==> src/rtl/ctrl_pkg.sv <==
// ctrl_pkg -- shared definitions for the ctrl_seq_p instruction sequencer.
//   opcode_e     : 3-bit opcode map (HLT..JMP); wider opcodes with any bit
//                  above bit 2 set are undefined.
//   ctrl_state_e : sequencer state encoding, also exported for debug.
//   op_reads_mem : true for opcodes whose operand is read from memory.
package ctrl_pkg;

  typedef enum logic [2:0] {
    OP_HLT = 3'd0,
    OP_SKZ = 3'd1,
    OP_ADD = 3'd2,
    OP_AND = 3'd3,
    OP_XOR = 3'd4,
    OP_LDA = 3'd5,
    OP_STO = 3'd6,
    OP_JMP = 3'd7
  } opcode_e;

  typedef enum logic [3:0] {
    IDLE      = 4'd0,
    FETCH     = 4'd1,
    DECODE    = 4'd2,
    MEM_RD    = 4'd3,
    LOAD      = 4'd4,
    STO_SETUP = 4'd5,
    STO_WR    = 4'd6,
    JUMP      = 4'd7,
    SKIP      = 4'd8,
    DONE      = 4'd9,
    HALTED    = 4'd10,
    STEP_WAIT = 4'd11
  } ctrl_state_e;

  function automatic logic op_reads_mem(input opcode_e op);
    return (op == OP_ADD) || (op == OP_AND) || (op == OP_XOR) || (op == OP_LDA);
  endfunction

endpackage

==> src/rtl/ctrl_seq_p_beat_cnt.sv <==
// beat_cnt -- modulo-N beat counter shared by instruction fetch and skip.
//   clk, rst_n : falling-edge clock, asynchronous active-low reset
//   clear      : synchronous return to 0 (wins over enable)
//   enable     : advance one beat; wraps to 0 after N-1
//   value      : current beat index
//   last       : value == N-1
module beat_cnt #(
  parameter int N = 2,
  localparam int BW = (N > 1) ? $clog2(N) : 1
) (
  input  logic          clk,
  input  logic          rst_n,
  input  logic          clear,
  input  logic          enable,
  output logic [BW-1:0] value,
  output logic          last
);

  localparam logic [BW-1:0] LAST_V = BW'(N - 1);

  logic [BW-1:0] cnt_q, cnt_d;

  always_comb begin
    cnt_d = cnt_q;
    if (clear) begin
      cnt_d = '0;
    end else if (enable) begin
      cnt_d = (cnt_q == LAST_V) ? '0 : cnt_q + BW'(1);
    end
  end

  always_ff @(negedge clk or negedge rst_n) begin
    if (!rst_n) cnt_q <= '0;
    else        cnt_q <= cnt_d;
  end

  assign value = cnt_q;
  assign last  = (cnt_q == LAST_V);

endmodule

==> src/rtl/ctrl_seq_p.sv <==
// ctrl_seq_p -- instruction-cycle control sequencer.
// State advances on the falling edge of clk. Outputs are decoded from the
// registered state, so asynchronous reset (state forced to IDLE) clears
// every output immediately, including wr/datactrl_ena mid-store.
//   opcode, zero          : instruction opcode and accumulator-zero flag
//   mem_rdy               : memory handshake (see below)
//   step_mode, step       : single-step enable and advance pulse
//   resume                : leave HALTED
//   rd, wr                : memory strobes (never both high)
//   load_ir/acc/pc,incr_pc: datapath controls
//   datactrl_ena          : data bus drive enable
//   halt, ill_op          : halted flag, undefined-opcode pulse
//   ir_beat               : fetch beat index (0 outside FETCH)
//   dbg_state             : current state, for observation
//
// Handshake: a memory beat is offered while rd or wr is high and completes
// in any cycle where mem_rdy=1 at the falling edge; the offer stays up until
// then. With WAIT_EN=0 every beat completes in its first cycle.
module ctrl_seq_p
  import ctrl_pkg::*;
#(
  parameter int OPW         = 3,
  parameter int FETCH_BEATS = 2,
  parameter int WAIT_EN     = 1,
  localparam int BW = (FETCH_BEATS > 1) ? $clog2(FETCH_BEATS) : 1
) (
  input  logic           clk,
  input  logic           rst_n,
  input  logic [OPW-1:0] opcode,
  input  logic           zero,
  input  logic           mem_rdy,
  input  logic           step_mode,
  input  logic           step,
  input  logic           resume,
  output logic           rd,
  output logic           wr,
  output logic           load_ir,
  output logic           load_acc,
  output logic           load_pc,
  output logic           incr_pc,
  output logic           datactrl_ena,
  output logic           halt,
  output logic [BW-1:0]  ir_beat,
  output logic           ill_op,
  output ctrl_state_e    dbg_state
);

  ctrl_state_e   state_q, state_d;
  logic          rdy;
  logic          op_undef;
  opcode_e       op_lo;
  logic          beat_clr, beat_en, beat_last;
  logic [BW-1:0] beat;

  assign rdy   = (WAIT_EN != 0) ? mem_rdy : 1'b1;
  assign op_lo = opcode_e'(opcode[2:0]);

  // Opcode values of 8 and above exist only when the opcode is wider than 3.
  generate
    if (OPW > 3) begin : g_wide_op
      assign op_undef = |opcode[OPW-1:3];
    end else begin : g_narrow_op
      assign op_undef = 1'b0;
    end
  endgenerate

  // The counter idles at 0 outside FETCH/SKIP so both start from beat 0.
  assign beat_clr = (state_q != FETCH) && (state_q != SKIP);
  assign beat_en  = ((state_q == FETCH) && rdy) || (state_q == SKIP);

  beat_cnt #(.N(FETCH_BEATS)) u_beat_cnt (
    .clk    (clk),
    .rst_n  (rst_n),
    .clear  (beat_clr),
    .enable (beat_en),
    .value  (beat),
    .last   (beat_last)
  );

  always_ff @(negedge clk or negedge rst_n) begin
    if (!rst_n) state_q <= IDLE;
    else        state_q <= state_d;
  end

  always_comb begin
    state_d = state_q;
    case (state_q)
      IDLE:      state_d = FETCH;
      FETCH:     if (rdy && beat_last) state_d = DECODE;
      DECODE: begin
        if (op_undef) begin
          state_d = DONE;
        end else begin
          case (op_lo)
            OP_HLT:  state_d = HALTED;
            OP_SKZ:  state_d = zero ? SKIP : DONE;
            OP_STO:  state_d = STO_SETUP;
            OP_JMP:  state_d = JUMP;
            default: state_d = op_reads_mem(op_lo) ? MEM_RD : DONE;
          endcase
        end
      end
      MEM_RD:    if (rdy) state_d = LOAD;
      LOAD:      state_d = DONE;
      STO_SETUP: state_d = STO_WR;
      STO_WR:    if (rdy) state_d = DONE;
      JUMP:      state_d = DONE;
      SKIP:      if (beat_last) state_d = DONE;
      DONE:      state_d = step_mode ? STEP_WAIT : FETCH;
      STEP_WAIT: if (step || !step_mode) state_d = FETCH;
      HALTED:    if (resume) state_d = FETCH;
      default:   state_d = IDLE;
    endcase
  end

  always_comb begin
    rd           = 1'b0;
    wr           = 1'b0;
    load_ir      = 1'b0;
    load_acc     = 1'b0;
    load_pc      = 1'b0;
    incr_pc      = 1'b0;
    datactrl_ena = 1'b0;
    halt         = 1'b0;
    ill_op       = 1'b0;
    ir_beat      = '0;
    case (state_q)
      FETCH: begin
        rd      = 1'b1;
        load_ir = 1'b1;
        ir_beat = beat;
        incr_pc = rdy;   // only in the cycle the beat is accepted
      end
      DECODE:    ill_op = op_undef;
      MEM_RD:    rd = 1'b1;
      LOAD: begin
        rd       = 1'b1;
        load_acc = 1'b1;
      end
      STO_SETUP: datactrl_ena = 1'b1;
      STO_WR: begin
        wr           = 1'b1;
        datactrl_ena = 1'b1;
      end
      JUMP:      load_pc = 1'b1;
      SKIP:      incr_pc = 1'b1;
      HALTED:    halt = 1'b1;
      default:   ;
    endcase
  end

  assign dbg_state = state_q;

endmodule

==> config.mk <==
export PLATFORM = sky130hd
export DESIGN_NAME = ctrl_seq_p
export DESIGN_NICKNAME = d
export VERILOG_FILES = /design/src/rtl/ctrl_pkg.sv /design/src/rtl/ctrl_seq_p_beat_cnt.sv /design/src/rtl/ctrl_seq_p.sv
export SDC_FILE = /design/constraint.sdc
export NUM_CORES = 1
export LEC_CHECK = 0
export ABC_AREA = 1
export CAP_MARGIN = 10
export CORE_UTILIZATION = 45
export DETAILED_ROUTE_END_ITERATION = 8
export HOLD_SLACK_MARGIN = 0.12
export PLACE_DENSITY_LB_ADDON = 0.15
export SYNTH_ARGS = -nofsm -noshare
export SYNTH_HDL_FRONTEND = slang
export SYNTH_HIERARCHICAL = 1
export SYNTH_SLANG_ARGS = --single-unit
==> constraint.sdc <==
create_clock -name clk -period 3.39 [get_ports clk]
set_input_delay 0.5085 -clock clk [delete_from_list [all_inputs] [get_ports clk]]
set_output_delay 0.5085 -clock clk [all_outputs]
set_load 0.01 [all_outputs]
---- Yosys cells after proc, flatten, opt, wreduce, memory -nomap -nowiden ----
Index checks and enable logic that the tools add are counted.
W data, S select, Z words.
storage, ports and cells
  ROM bits ................................ 0
  memories ................................ 0
  output and inout bits ................... 14
  memory bits (writable) .................. 0
  register bits ........................... 5
  input bits .............................. 10
  latch bits .............................. 0
cells by class
  multipliers ............................. 0
  add/subtract/negate cells ............... 1
  muxes and demuxes ....................... 23
  $lt $le $gt $ge ......................... 0
  reduce and logical (&&, ||, !) cells .... 16
  shift-type cells ........................ 0
  div/mod/pow operators ................... 0
  bitwise operators ....................... 0
  eq/ne operators ......................... 26
operators with widths
  cell                  count
  $pmux W4 S11          1
  $mux W4               8
  $eq A4 B3 Y1 const B  4
  $eq A4 B4 Y1 const B  4
  $pmux W4 S4           1
  $eq A3 B3 Y1 const B  4
  $mux W1               12
  $eq A4 B2 Y1 const B  2
  $ne A2 B2 Y1 const B  4
  $eq A3 B2 Y1 const B  2
  $reduce_and A6 Y1     1
  $logic_or A1 B1 Y1    5
  $eq A4 B1 Y1 const B  1
  $logic_not A4 Y1      1
  $ne A2 B1 Y1 const B  2
  $ne A4 B1 Y1 const B  1
  $ne A4 B4 Y1 const B  1
  $reduce_or A2 Y1      2
  $eq A3 B1 Y1 const B  1
  $logic_and A1 B1 Y1   3
  $logic_not A3 Y1      1
  $reduce_or A3 Y1      1
  $pmux W1 S2           1
  $reduce_bool A2 Y1    1
  2 further kinds       2

---- Depth between registers and ports, before layout ----
Gate-level depths: netlist (run 1).
  word-level depth ........................ 7
  depth in mapped cells ................... 8

---- Cells and area by module ----
The synthesis (run 1) kept the hierarchy.
by module, submodules not included
  module      instances  cells an instance  area each (um^2)
  ctrl_seq_p  1          96                 538.0
  beat_cnt    1          7                  51.3

==> results of run 1 <==
[logic make-up (layout without fill, tap and decap cells)]
kind of cell	after synthesis	count (layout)	synth area share
AO/OA/AOI/OAI	8	8	0.0977
adder cells (fa/ha/maj)	3	3	0.0637
buffers and inverters	17	69	0.121
flip-flops	5	5	0.212
other	1	1	0.00636
AND/OR/NAND/NOR	69	69	0.499
[layer usage]
| metal | part of all wire | global-route usage | vias up | wire (um) |
|---|---|---|---|---|
| li1 | - | - | 425 | - |
| met1 | 0.34 | 0.437 | 466 | 1040 |
| met5 | 0 | 0 | - | 0 |
| met2 | 0.49 | 0.691 | 108 | 1490 |
| met3 | 0.093 | 0.0523 | 44 | 287 |
| met4 | 0.083 | 0.304 | 0 | 256 |
[final cells by class]
class                           instances  share of cell area
Inverter                               15              0.0533
Timing Repair Buffer                   50               0.379
Tap cell                               14              0.0159
Sequential cell                         5               0.113
Multi-Input combinational cell         81               0.415
Clock buffer                            4              0.0238
[what timing repair did]
item / 4_1_cts / 5_1_grt
setup endpoints to repair: 13 / 12
buffers inserted: 4 / 3
gates resized for setup: 48 / 19
pin swaps: 2 / 4
[how the worst min path moves through the flow]
| stage | from | to | slack, ps | cells past startpoint |
|---|---|---|---|---|
| global placement | u_beat_cnt/last$_DFFE_NN0P_ | u_beat_cnt/last$_DFFE_NN0P_ | 580 | 3 |
| CTS | dbg_state[3]$_DFFE_NN0P_ | dbg_state[3]$_DFFE_NN0P_ | 590 | 3 |
| finish | u_beat_cnt/last$_DFFE_NN0P_ | u_beat_cnt/last$_DFFE_NN0P_ | 610 | 3 |
| global route | u_beat_cnt/last$_DFFE_NN0P_ | u_beat_cnt/last$_DFFE_NN0P_ | 640 | 3 |
| floorplan | u_beat_cnt/last$_DFFE_NN0P_ | u_beat_cnt/last$_DFFE_NN0P_ | 460 | 3 |
| detailed placement | dbg_state[0]$_DFFE_NN0P_ | dbg_state[0]$_DFFE_NN0P_ | 590 | 3 |
[flip-flops by register name, summed over array words and instances (netlist names)]
name and count:
dbg_state 4, u_beat_cnt/last 1
[cells in the final DEF, fill, tap and decap left out, types with 2 or more instances in the layout]
master,instances
nand2_1,23
dfrtn_1,5
clkbuf_4,3
dlygate4sd2_1,3
buf_2,5
buf_6,6
ha_1,3
nor2_2,2
inv_1,11
o22ai_1,2
nor2_1,22
inv_2,3
dlymetal6s2s_1,2
nand2_4,4
nor2_4,3
nand2_2,3
buf_4,25
nand3_1,9
nand3b_1,2
clkdlybuf4s50_1,7
[report_power, final]
group          internal, W  switching [W]
Sequential       0.0000885      0.0000209
Combinational     0.000389       0.000484
Clock            0.0000451      0.0000342
Total             0.000522       0.000539
[critical path, stage by stage, from the launching register on]
cell and delay [ps]:
dfrtn_1 470, buf_6 120, nand2_4 60, nor2_4 120, inv_2 60, o22ai_2 90, buf_2 150
[stage by stage]
step                      hold slack, ps  worst slack [ps]  cell area, um2
after floorplan                      459              11.4             598
after global placement               575              -172             986
after detailed placement             591              -211             986
after CTS                            593              -196            1060
after global routing                 640              -196            1100
final                                613              -166            1100
==> results.yml, run 1 <==
routing:
  routed-via-count: 1043
  avgViaCountPerCell: 6.17
  drtAntennaViolNets: 0
  drt_iter0_markers: 87
  wirelength_um: 3080
  drtPass1Iterations: 5
  drc: 0
  wl_per_cell_um: 18.2
floorplanning:
  fp.dieW_um: 38.2
  ios: 24
  core-area_um2: 1160
  num_rows: 12
  start_util: 0.510
  die-area_um2: 1460
  dieHeight_um: 38.2
timing:
  drv_slew: 0
  clock_skew_ps: 5.99
  rsz0062_at_grt: "yes"
  fin_ws_ps: -166
  setup_viol: 10
  hold_viol: 0
  finalSetupTns_ps: -879
logic_synthesis:
  synthDistinctLibCells: 17
  yosysWarnings: 6
  synth_cells: 103
  synth_edf_count: 0
  synth_area_leaders: "dfrtn_1, nand2_1, nor2_1, nand3_1, inv_1"
  seq_area_frac_synth: 0.212
  ys_seq_elements: 5
  ys_top_cells_by_count: "nand2_1, nor2_1, inv_1, nand3_1, dfrtn_1"
  synth_most_common_cell: "nand2_1"
  async_flop_share: 1.00
  syn_nets: 116
  synth_top_area_frac: 0.212
  synthFlopType: "dfrtn_1"
  synth_area_leader_cell: "dfrtn_1"
  syn_area_per_cell_um2: 5.72
  syn_area_um2: 589
finish:
  drive_gt1_frac: 0.394
  seq_area_um2: 125
  syn2layout_area_growth_pct: 87.3
  fin_util: 0.955
  nFillCells: 32
  diodes: 0
  layout.cells.non_filler: 169
  multiInputGateArea_um2: 458
  nets: 169
pwr:
  p_leak_nw: 0.618
  p_total_w: 0.00106
  ir_drop_v: 0.000600
  powerDensity_nw_per_um2: 962
critical_path:
  r2r-end: "dbg_state[0]$_DFFE_NN0P_"
  crit_end: "incr_pc"
  start_kind: "flop"
  startpoint: "dbg_state[0]$_DFFE_NN0P_"
  required_ps: 2880
  path_max_fanout: 4
  cp-end-kind: "output port"
  criticalPathCategory: "flop to output port"
  crit_arrival_ps: 3050
  worstReg2RegStart: "dbg_state[0]$_DFFE_NN0P_"
  r2r_setup_slack_ps: 1750
  r2r_cells: 10
clock_network:
  cts-buffers-inserted: 3
  clk_path_buf_depth: 2
  clk_root_buffer_cell: "clkbuf_4"
  cts_tree: "done"
  htreeDepth: 1
  cts.sink_count: 5
  path_clk_slew_ps: 40
  holdBufCountCts: 0
  insertion_delay_ps: 270
placement:
  placed_cells: 159
  port_buffers: 22
  gp_congestion: 0.846
  place_hpwl_um: 1460
global_routing:
  grt_pass1_wl_um: 3960
  antenna_found_initial: 0
  globalRoute.totalOverflow: 0
  grtUsageTotal: 0.400
  grt_max_degree: 8
  grt_pass1_vias: 881
run_status:
  status: "complete, but fails checks"
  violations: "setup timing"
run:
  maxCapViolations: 0
hold_path:
  hold_class: "flop to flop"
No activity file was read; power rests on OpenSTA's default activity.
==> run 2, diff against run 1 <==
SKIP_LAST_GASP = 1   (was default)
==> run 2 against run 1 <==
The flow now stops in global routing (5_1_grt). Synthesized cell count unchanged. Area after synthesis unchanged.
==> results.yml, run 2 <==
logic_synthesis:
  synthAdderAreaFrac: 0.0637
  synth_top_area_frac: 0.212
  synth_compound_area_frac: 0.0977
  synth_cells: 103
  synthFlopType: "dfrtn_1"
  syn_area_per_cell_um2: 5.72
  synth_edf_count: 0
  synth.area.mux_share: 0
  ys_top_cells_by_count: "nand2_1, nor2_1, inv_1, nand3_1, dfrtn_1"
  synth_simple_gate_area_frac: 0.499
  syn_nets: 116
  synth_area_leader_cell: "dfrtn_1"
  seq_area_frac_synth: 0.212
  synth_area_leaders: "dfrtn_1, nand2_1, nor2_1, nand3_1, inv_1"
  synthDistinctLibCells: 17
  ys_seq_elements: 5
  synth_top_family_by_area: "simple AND/OR/NAND/NOR gates"
  yosysWarnings: 6
  synth_xor_area_frac: 0
  synth_most_common_cell: "nand2_1"
  async_flop_share: 1.00
  syn_area_um2: 589
clock_network:
  cts.sink_count: 5
  clk_root_buffer_cell: "clkbuf_4"
  clk_path_buf_depth: 2
  cts-buffers-inserted: 3
  holdBufCountCts: 0
  htreeDepth: 1
run_status:
  stop_stage: "global routing (5_1_grt)"
  error: "[ERROR DPL-0038] Utilization greater than 100%, impossible to legalize"
  status: "did not finish"
placement:
  port_buffers: 22
  placed_area_um2: 986
  place_hpwl_um: 1460
  post-place-ws_ps: -211
  placed_cells: 159
  gp_congestion: 0.846
floorplanning:
  start_util: 0.510
  fp.dieW_um: 38.2
  ios: 24
  dieHeight_um: 38.2
  num_rows: 12
timing:
  grt-worst-endpoint: "incr_pc"
  worst-ep-kind: "output port"
global_routing:
  grt_max_degree: 8
run 2: timing repair:
| item | in CTS |
|---|---|
| pin swaps | 2 |
| setup endpoints to repair | 13 |
| setup buffers | 4 |
| resized for setup | 45 |
run 2: logic make-up after synthesis:
kind of cell,count (synthesis)
AO/OA/AOI/OAI,8
adder cells (fa/ha/maj),3
buffers and inverters,17
flip-flops,5
other,1
AND/OR/NAND/NOR,69
run 2: stage by stage:
stage                     setup TNS [ps]  utilization
after floorplan                        0            -
after global placement             -1370        0.853
after CTS                           -829        0.918
after detailed placement           -1750        0.853
==> run 3, diff against run 2 <==
CORE_AREA = 2 2 63 65   (was default)
CORE_UTILIZATION = default   (was 45)
DIE_AREA = 0 0 65 67   (was default)
HOLD_SLACK_MARGIN = default   (was 0.12)
==> run 3 against run 2 <==
The flow now finishes, with violations (setup timing).
==> results.yml, run 3 (synthesized netlist as in run 1, its figures left out) <==
floorplanning:
  dieHeight_um: 67
  ios: 24
  num_rows: 22
  core-area_um2: 3610
  start_util: 0.163
  fp.dieW_um: 65
  die-area_um2: 4360
global_routing:
  grt_pass1_vias: 836
  grtUsageTotal: 0.105
  globalRoute.totalOverflow: 0
  grt_max_degree: 8
  antenna_found_initial: 0
  grt_pass1_wl_um: 3460
timing:
  timing.hold.ws_ps: 571
  drv_slew: 0
  hold_viol: 0
  fin_ws_ps: -87.9
  clock_skew_ps: 0.377
  setup_viol: 5
  rsz0062_at_grt: "yes"
critical_path:
  criticalPathCategory: "flop to output port"
  start_kind: "flop"
  path_max_fanout: 3
  crit_arrival_ps: 2970
  required_ps: 2880
  r2r_setup_slack_ps: 1780
  cp-end-kind: "output port"
finish:
  syn2layout_area_growth_pct: 102
  layout_common_cells: "buf_4, nand2_1, nor2_1, inv_1, nand3_1"
  diodes: 0
  largest_register_ffs: 4
  layout_commonest_cell: "buf_4"
  layout.cells.non_filler: 205
  nets: 171
  drive_gt1_frac: 0.408
pwr:
  ir_drop_v: 0.000195
  clkPwrFrac: 0.102
  power_frac_comb: 0.791
  pwr-share-seq: 0.106
  p_leak_nw: 0.635
  p_total_w: 0.00106
  internal_power_w: 0.000573
  p_sw_w: 0.000491
  switching_share: 0.461
  powerDensity_nw_per_um2: 895
routing:
  drtAntennaViolNets: 0
  drc: 0
  drt_iter0_markers: 31
  routed-via-count: 844
  wl_per_cell_um: 11.1
  drtPass1Iterations: 5
  wirelength_um: 2280
  avgViaCountPerCell: 4.12
run_status:
  status: "complete, but fails checks"
  violations: "setup timing"
clock_network:
  cts.sink_count: 5
  insertion_delay_ps: 240
  cts_tree: "done"
  clk_path_buf_depth: 2
  htreeDepth: 1
  path_clk_slew_ps: 30
  cts-buffers-inserted: 3
  clk_root_buffer_cell: "clkbuf_8"
placement:
  port_buffers: 22
  gp_congestion: 0.824
  place_hpwl_um: 1700
  placed_cells: 189
run:
  maxCapViolations: 0
hold_path:
  hold_class: "flop to flop"
==> run 3: critical path, stage by stage (launching register included) <==
cell and delay (ps):
dfrtn_1 370, inv_2 160, nand2_4 90, nor2_4 120
inv_2 60, o22ai_2 80, buf_2 150
==> run 3: cell type report <==
cell class	count	area, um2
Timing Repair Buffer	52	423
Fill cell	409	2420
Sequential cell	5	125
Tap cell	48	60.1
Multi-Input combinational cell	81	475
Inverter	15	61.3
Clock buffer	4	45.0
==> run 3: per-stage QoR <==
step	worst slack [ps]	setup TNS [ps]	cell area, um2	util
3_3_place_gp	-229	-1930	998	0.277
4_1_cts	-172	-460	1070	0.298
6_report	-87.9	-238	1190	0.330
3_5_place_dp	-251	-2040	998	0.277
5_1_grt	-133	-599	1190	0.330
2_1_floorplan	11.4	0	598	-
==> run 3: final timing paths <==
| check | to | depth (start not counted) | from |
|---|---|---|---|
| worst max register to register | dbg_state[1]$_DFFE_NN0P_ | 9 | dbg_state[3]$_DFFE_NN0P_ |
| max in group asynchronous | dbg_state[2]$_DFFE_NN0P_ | 1 | rst_n |
| worst min-delay path | u_beat_cnt/last$_DFFE_NN0P_ | 3 | u_beat_cnt/last$_DFFE_NN0P_ |
| min in group asynchronous | u_beat_cnt/last$_DFFE_NN0P_ | 1 | rst_n |
| worst max-delay path | incr_pc | 6 | dbg_state[3]$_DFFE_NN0P_ |
| worst min register to register | u_beat_cnt/last$_DFFE_NN0P_ | 3 | u_beat_cnt/last$_DFFE_NN0P_ |
==> run 3: power by group through the flow <==
stage | combinational [W] | sequential, W | clock (W)
2_1_floorplan | 0.000310 | 0.000135 | 0
3_3_place_gp | 0.000643 | 0.000113 | 0
3_5_place_dp | 0.000638 | 0.000114 | 0
4_1_cts | 0.000682 | 0.000109 | 0.000112
5_1_grt | 0.000922 | 0.000116 | 0.000119
6_report | 0.000842 | 0.000113 | 0.000109
==> run 3: what timing repair did <==
item                                   CTS  global route
endpoints found under the hold margin    0             0
buffers inserted                         8             6
gates resized for setup                 42            28
hold buffers                             0             0
pin swaps                                2             2
setup endpoints to repair               13            12
==> run 3: layer usage <==
layer  global-route usage  vias to the layer above  share of wire
met5                    0                        -              0
met4               0.0612                        0          0.011
met3               0.0152                        2          0.044
met2                0.192                       25           0.53
met1                0.115                      389           0.42
li1                     -                      428              -
==> run 4, diff against run 3 <==
CTS_CLUSTER_SIZE = 25   (was default)
PLACE_DENSITY = 0.45   (was default)
PLACE_DENSITY_LB_ADDON = default   (was 0.15)
==> run 4 against run 3 <==
The flow still finishes with violations (setup timing). Count of clock-buffer cells in the layout did not move. Largest power group unchanged. Core utilization fell by 1.3 points. Design area fell by 3.9%. Critical endpoint is now rd. Critical path type unchanged.
==> results.yml, run 4 (synthesized netlist as in run 1, its figures left out) <==
run_status:
  status: "complete, but fails checks"
  violations: "setup timing"
routing:
  avgViaCountPerCell: 3.96
  wirelength_um: 2080
  routed-via-count: 799
  drtPass1Iterations: 4
  wl_per_cell_um: 10.3
  drtAntennaViolNets: 0
  drt_iter0_markers: 19
  drc: 0
floorplanning:
  core-area_um2: 3610
  die-area_um2: 4360
  num_rows: 22
  ios: 24
  start_util: 0.163
  dieHeight_um: 67
  fp.dieW_um: 65
pwr:
  p_leak_nw: 0.606
  switching_share: 0.462
  internal_power_w: 0.000520
  p_sw_w: 0.000446
  clkPwrFrac: 0.112
  powerDensity_nw_per_um2: 845
  ir_drop_v: 0.000163
  pwr-share-seq: 0.120
  p_total_w: 0.000966
  power_frac_comb: 0.768
placement:
  placed_area_um2: 1010
  port_buffers: 22
  gp_congestion: 0.808
  place_hpwl_um: 1610
global_routing:
  grt_pass1_wl_um: 3420
  antenna_found_initial: 0
  met2_usage: 0.204
  gr-usage-met1: 0.107
  grtUsageTotal: 0.104
  grt_max_degree: 8
  met3_usage: 0.0203
  grt.busiest_layer: "met2"
  globalRoute.totalOverflow: 0
  grt_pass1_vias: 798
hold_path:
  hold_class: "flop to flop"
timing:
  hold_viol: 0
  setup_viol: 7
  fin_ws_ps: -68.3
  clock_skew_ps: 2.24
  drv_slew: 0
  rsz0062_at_grt: "yes"
  finalSetupTns_ps: -200
clock_network:
  cts-buffers-inserted: 3
  htreeDepth: 1
  cts.sink_count: 5
  insertion_delay_ps: 240
  cts_tree: "done"
  clk_path_buf_depth: 2
  path_clk_slew_ps: 30
  clk_root_buffer_cell: "clkbuf_8"
critical_path:
  crit_arrival_ps: 2950
  criticalPathCategory: "flop to output port"
  path_max_fanout: 7
  critPathBufInv: 3
  cp_slowest_cell: "dfrtn_1"
  path_cells: "inv_2 > buf_4 > nand2_8 > o22ai_1 > buf_2"
  critPathTopFamily: "flip-flops"
  cp-end-kind: "output port"
  start_kind: "flop"
  cpPeakStageDelay_ps: 470
  required_ps: 2880
finish:
  final_area_um2: 1140
  diodes: 0
  syn2layout_area_growth_pct: 94.1
  layout_commonest_cell: "buf_4"
  layout_common_cells: "buf_4, nor2_1, nand2_1, nand3_1, inv_1"
  largest_register_ffs: 4
  nets: 168
  drive_gt1_frac: 0.396
run:
  maxCapViolations: 0
==> run 4: cell types whose count changed in the layout (fill, tap and decap cells not counted), sizes merged <==
cell           change
buf                -1
clkbuf             -2
clkdlybuf4s50      +1
dlymetal6s2s       -1
==> run 4: routing by layer <==
metal  vias up  part of all wire
li1        421                 -
met1       362              0.41
met2        16              0.54
met3         0             0.044
met4         0                 0
met5         -                 0
==> run 4: area by class of cell <==
class	count	area (um2)
inverters	15	58.8
repair buffers	49	388
well taps	48	60.1
clock buffers	4	45.0
fillers	406	2460
multi-input cells	81	467
flip-flops and latches	5	125
==> run 4: final timing paths <==
| kind | end | startpoint | depth (start not counted) | slack [ps] |
|---|---|---|---|---|
| min reg2reg | u_beat_cnt/last$_DFFE_NN0P_ | u_beat_cnt/last$_DFFE_NN0P_ | 3 | 590 |
| max in group asynchronous | dbg_state[2]$_DFFE_NN0P_ | rst_n | 1 | 1090 |
| min in group asynchronous | dbg_state[1]$_DFFE_NN0P_ | rst_n | 1 | 2080 |
| max reg2reg | dbg_state[3]$_DFFE_NN0P_ | dbg_state[1]$_DFFE_NN0P_ | 11 | 1870 |
| max | rd | dbg_state[3]$_DFFE_NN0P_ | 5 | -70 |
| min | u_beat_cnt/last$_DFFE_NN0P_ | u_beat_cnt/last$_DFFE_NN0P_ | 3 | 590 |
==> run 4: per-stage QoR <==
| step | utilization | cells | setup slack [ps] | hold WS [ps] |
|---|---|---|---|---|
| after global placement | 0.281 | 191 | -201 | 586 |
| after detailed placement | 0.281 | 191 | -233 | 585 |
| after global routing | 0.317 | 202 | -109 | 622 |
| after CTS | 0.303 | 201 | -152 | 581 |
| final | 0.317 | 202 | -68.3 | 589 |
| after floorplan | - | 103 | 11.4 | 459 |
==> run 4: worst register-to-register path, delay by kind of cell (launching register included) <==
kind / cells / cell delay [ps]
buf+inv: 4 / 400
flops: 1 / 370
simple gates: 7 / 590
==> run 4: power by group through the flow <==
| stage | registers (W) | clock network, W | logic [W] |
|---|---|---|---|
| final | 0.000116 | 0.000108 | 0.000742 |
| after global routing | 0.000117 | 0.000113 | 0.000825 |
| after CTS | 0.000113 | 0.000110 | 0.000697 |
| after detailed placement | 0.000115 | 0 | 0.000653 |
| after global placement | 0.000115 | 0 | 0.000655 |
| after floorplan | 0.000135 | 0 | 0.000310 |
==> run 4: repair_timing <==
item | in CTS | in global routing
endpoints found under the setup margin | 13 | 11
resized for setup | 53 | 12
setup buffers | 6 | 1
pin swaps | 2 | 2
hold buffers | 0 | 0
==> patch (config.mk and constraints of run 3) <==
Reset style: synchronous (`rst_n`), changed in 2 clocked blocks. Comments in the files are not updated.
--- a/src/rtl/ctrl_seq_p_beat_cnt.sv
+++ b/src/rtl/ctrl_seq_p_beat_cnt.sv
@@ -31,3 +31,3 @@
 
-  always_ff @(negedge clk or negedge rst_n) begin
+  always_ff @(negedge clk) begin
     if (!rst_n) cnt_q <= '0;
--- a/src/rtl/ctrl_seq_p.sv
+++ b/src/rtl/ctrl_seq_p.sv
@@ -79,3 +79,3 @@
 
-  always_ff @(negedge clk or negedge rst_n) begin
+  always_ff @(negedge clk) begin
     if (!rst_n) state_q <= IDLE;
Function: differs if rst_n is asserted again (counterexample within 4 cycles, from zero or initial values and one cycle with rst_n low); with rst_n held inactive, the same outputs for 10 cycles.
==> patch against run 3 <==
- global-route usage down 0.52 points
- the run still ends with setup timing left
- cell area fell by 7.0%
- routed wire length down 17%
- largest cell class unchanged
- setup slack better by 0.074 ns
- sequential cell count did not move
- power decreased by 16%
- largest power group unchanged
- area after synthesis shrank 1.1%
- worst hold slack got worse by 0.037 ns
==> patch: results (changes against run 3) <==
Logic synthesis
  – Mapped Avg Cell Area: 5.07 sq um (-11%)
  – Top post-synthesis cells by count: 28 x nand2_1, 24 x nor2_1, 23 x inv_1
  – Main synth FF type: dfxtp_1
  – Register area share after synthesis: 17.2% (-4.1 points)
  – Netlist cell types: 14 (-3)
  – Synth top area cells: nand2_1 18%, dfxtp_1 17%, nor2_1 15%, inv_1 15%, nand3_1 11%
  – Post-synth ARST share: 0% (-100 points)
  – Net Count, Synth: 125 (+7.8%)

Critical path
  – WP data arrival: 2.90 ns (-0.07 ns)
  – Setup crit start: dbg_state[0]
  – Worst path max stage delay: 0.39 ns (+0.02 ns)
  – Slowest-stage cell, CP: dfxtp_2
  – Worst reg2reg path endpoint: dbg_state[3]
  – R2R depth: 8 (-1)
  – Worst r2r src: dbg_state[3]
  – R2R setup slack: 1.91 ns (+0.13 ns)

Run status
  – Status: complete, but fails checks
  – Violated checks: setup timing

STA
  – Setup TNS Final: -0.0143 ns (+0.223 ns)
  – Fin worst setup slack: -0.0143 ns (+0.0737 ns)
  – Max Clock Skew: 0.00362 ns (+0.00325 ns)
  – Endpoints failing setup: 1 (-4)

Detailed routing
  – DRT Pass-1 Iters: 4 (-1)
  – Via density: 3.71 (-9.8%)
  – Initial drt markers: 10 (-68%)

Min path
  – Min-Delay Path Depth: 2 (-1)
  – Hold path startpoint: dbg_state[1]
  – WHS Endpoint: dbg_state[1]

Power
  – Max IR drop VDD: 0.203 mV (+4.0%)
  – Switch Pwr: 0.414 mW (-16%)
  – Leakage: 0.626 nW (-1.4%)

Global routing
  – Largest net degree at the start of global routing: 9 (+1)
  – Tot GR Track Use: 10.0% (-0.52 points)
  – Vias in the first global route: 858 (+2.6%)
  – First-pass GRT wire length: 3370 um (-2.4%)

Finish
  – Fraction of layout cells with a size suffix above 1: 37.3% (-3.4 points)
  – Layout Cells excl Fill: 214 (+4.4%)
  – Final nets: 177 (+3.5%)

Placed design
  – Hpwl dp: 1590 um (-6.5%)
  – GP Congestion: 0.793 (-3.8%)
==> patch: changes by cell type after synthesis, sizes merged <==
cell / before / now
nand2: 30 / 32
o22ai: 3 / 0
nor2: 27 / 28
nand3: 10 / 13
nand3b: 2 / 0
a21oi: 2 / 5
o211ai: 1 / 0
dfxtp: 0 / 5
o21ai: 2 / 4
dfrtn: 5 / 0
ha: 3 / 0
inv: 15 / 25
==> patch: area by class of cell <==
| class | instances | area, sq um |
|---|---|---|
| clock buffers | 3 | 41.3 |
| clock inverters | 6 | 22.5 |
| fillers | 415 | 2500 |
| repair buffers | 46 | 367 |
| flip-flops and latches | 5 | 108 |
| well taps | 48 | 60.1 |
| multi-input cells | 83 | 417 |
| inverters | 23 | 91.3 |
==> patch: per-layer routing <==
metal,up-vias,GRT usage (%),wire length [um]
met5,-,0,0
met3,4,1.86,75
met2,17,16.9,893
met1,331,11.5,889
met4,0,6.65,40
li1,443,-,-
==> patch: power groups by stage <==
stage / clock network [mW] / logic (mW) / registers [mW]
after global placement: 0.0129 / 0.615 / 0.103
after floorplan: 0.0129 / 0.291 / 0.121
after global routing: 0.144 / 0.717 / 0.122
final: 0.130 / 0.643 / 0.117
after CTS: 0.136 / 0.587 / 0.111
after detailed placement: 0.0129 / 0.609 / 0.104
==> patch: what timing repair did <==
action | in CTS | in global routing
setup endpoints to repair | 13 | 8
resized for setup | 46 | 20
setup buffers | 0 | 4
pin swaps | 2 | 3
==> patch: cell families after synthesis <==
family,Yosys count,synth area share (%)
simple gates,73,55.8
flops,5,17.2
other cells,1,0.643
buf+inv,27,18.7
compound gates,9,7.72
==> patch: worst max-delay path, delay by kind of cell (launching register included) <==
kind / cells / cell delay (ns)
and+or+nand+nor: 2 / 0.16
buffers and inverters: 2 / 0.37
DFF: 1 / 0.39
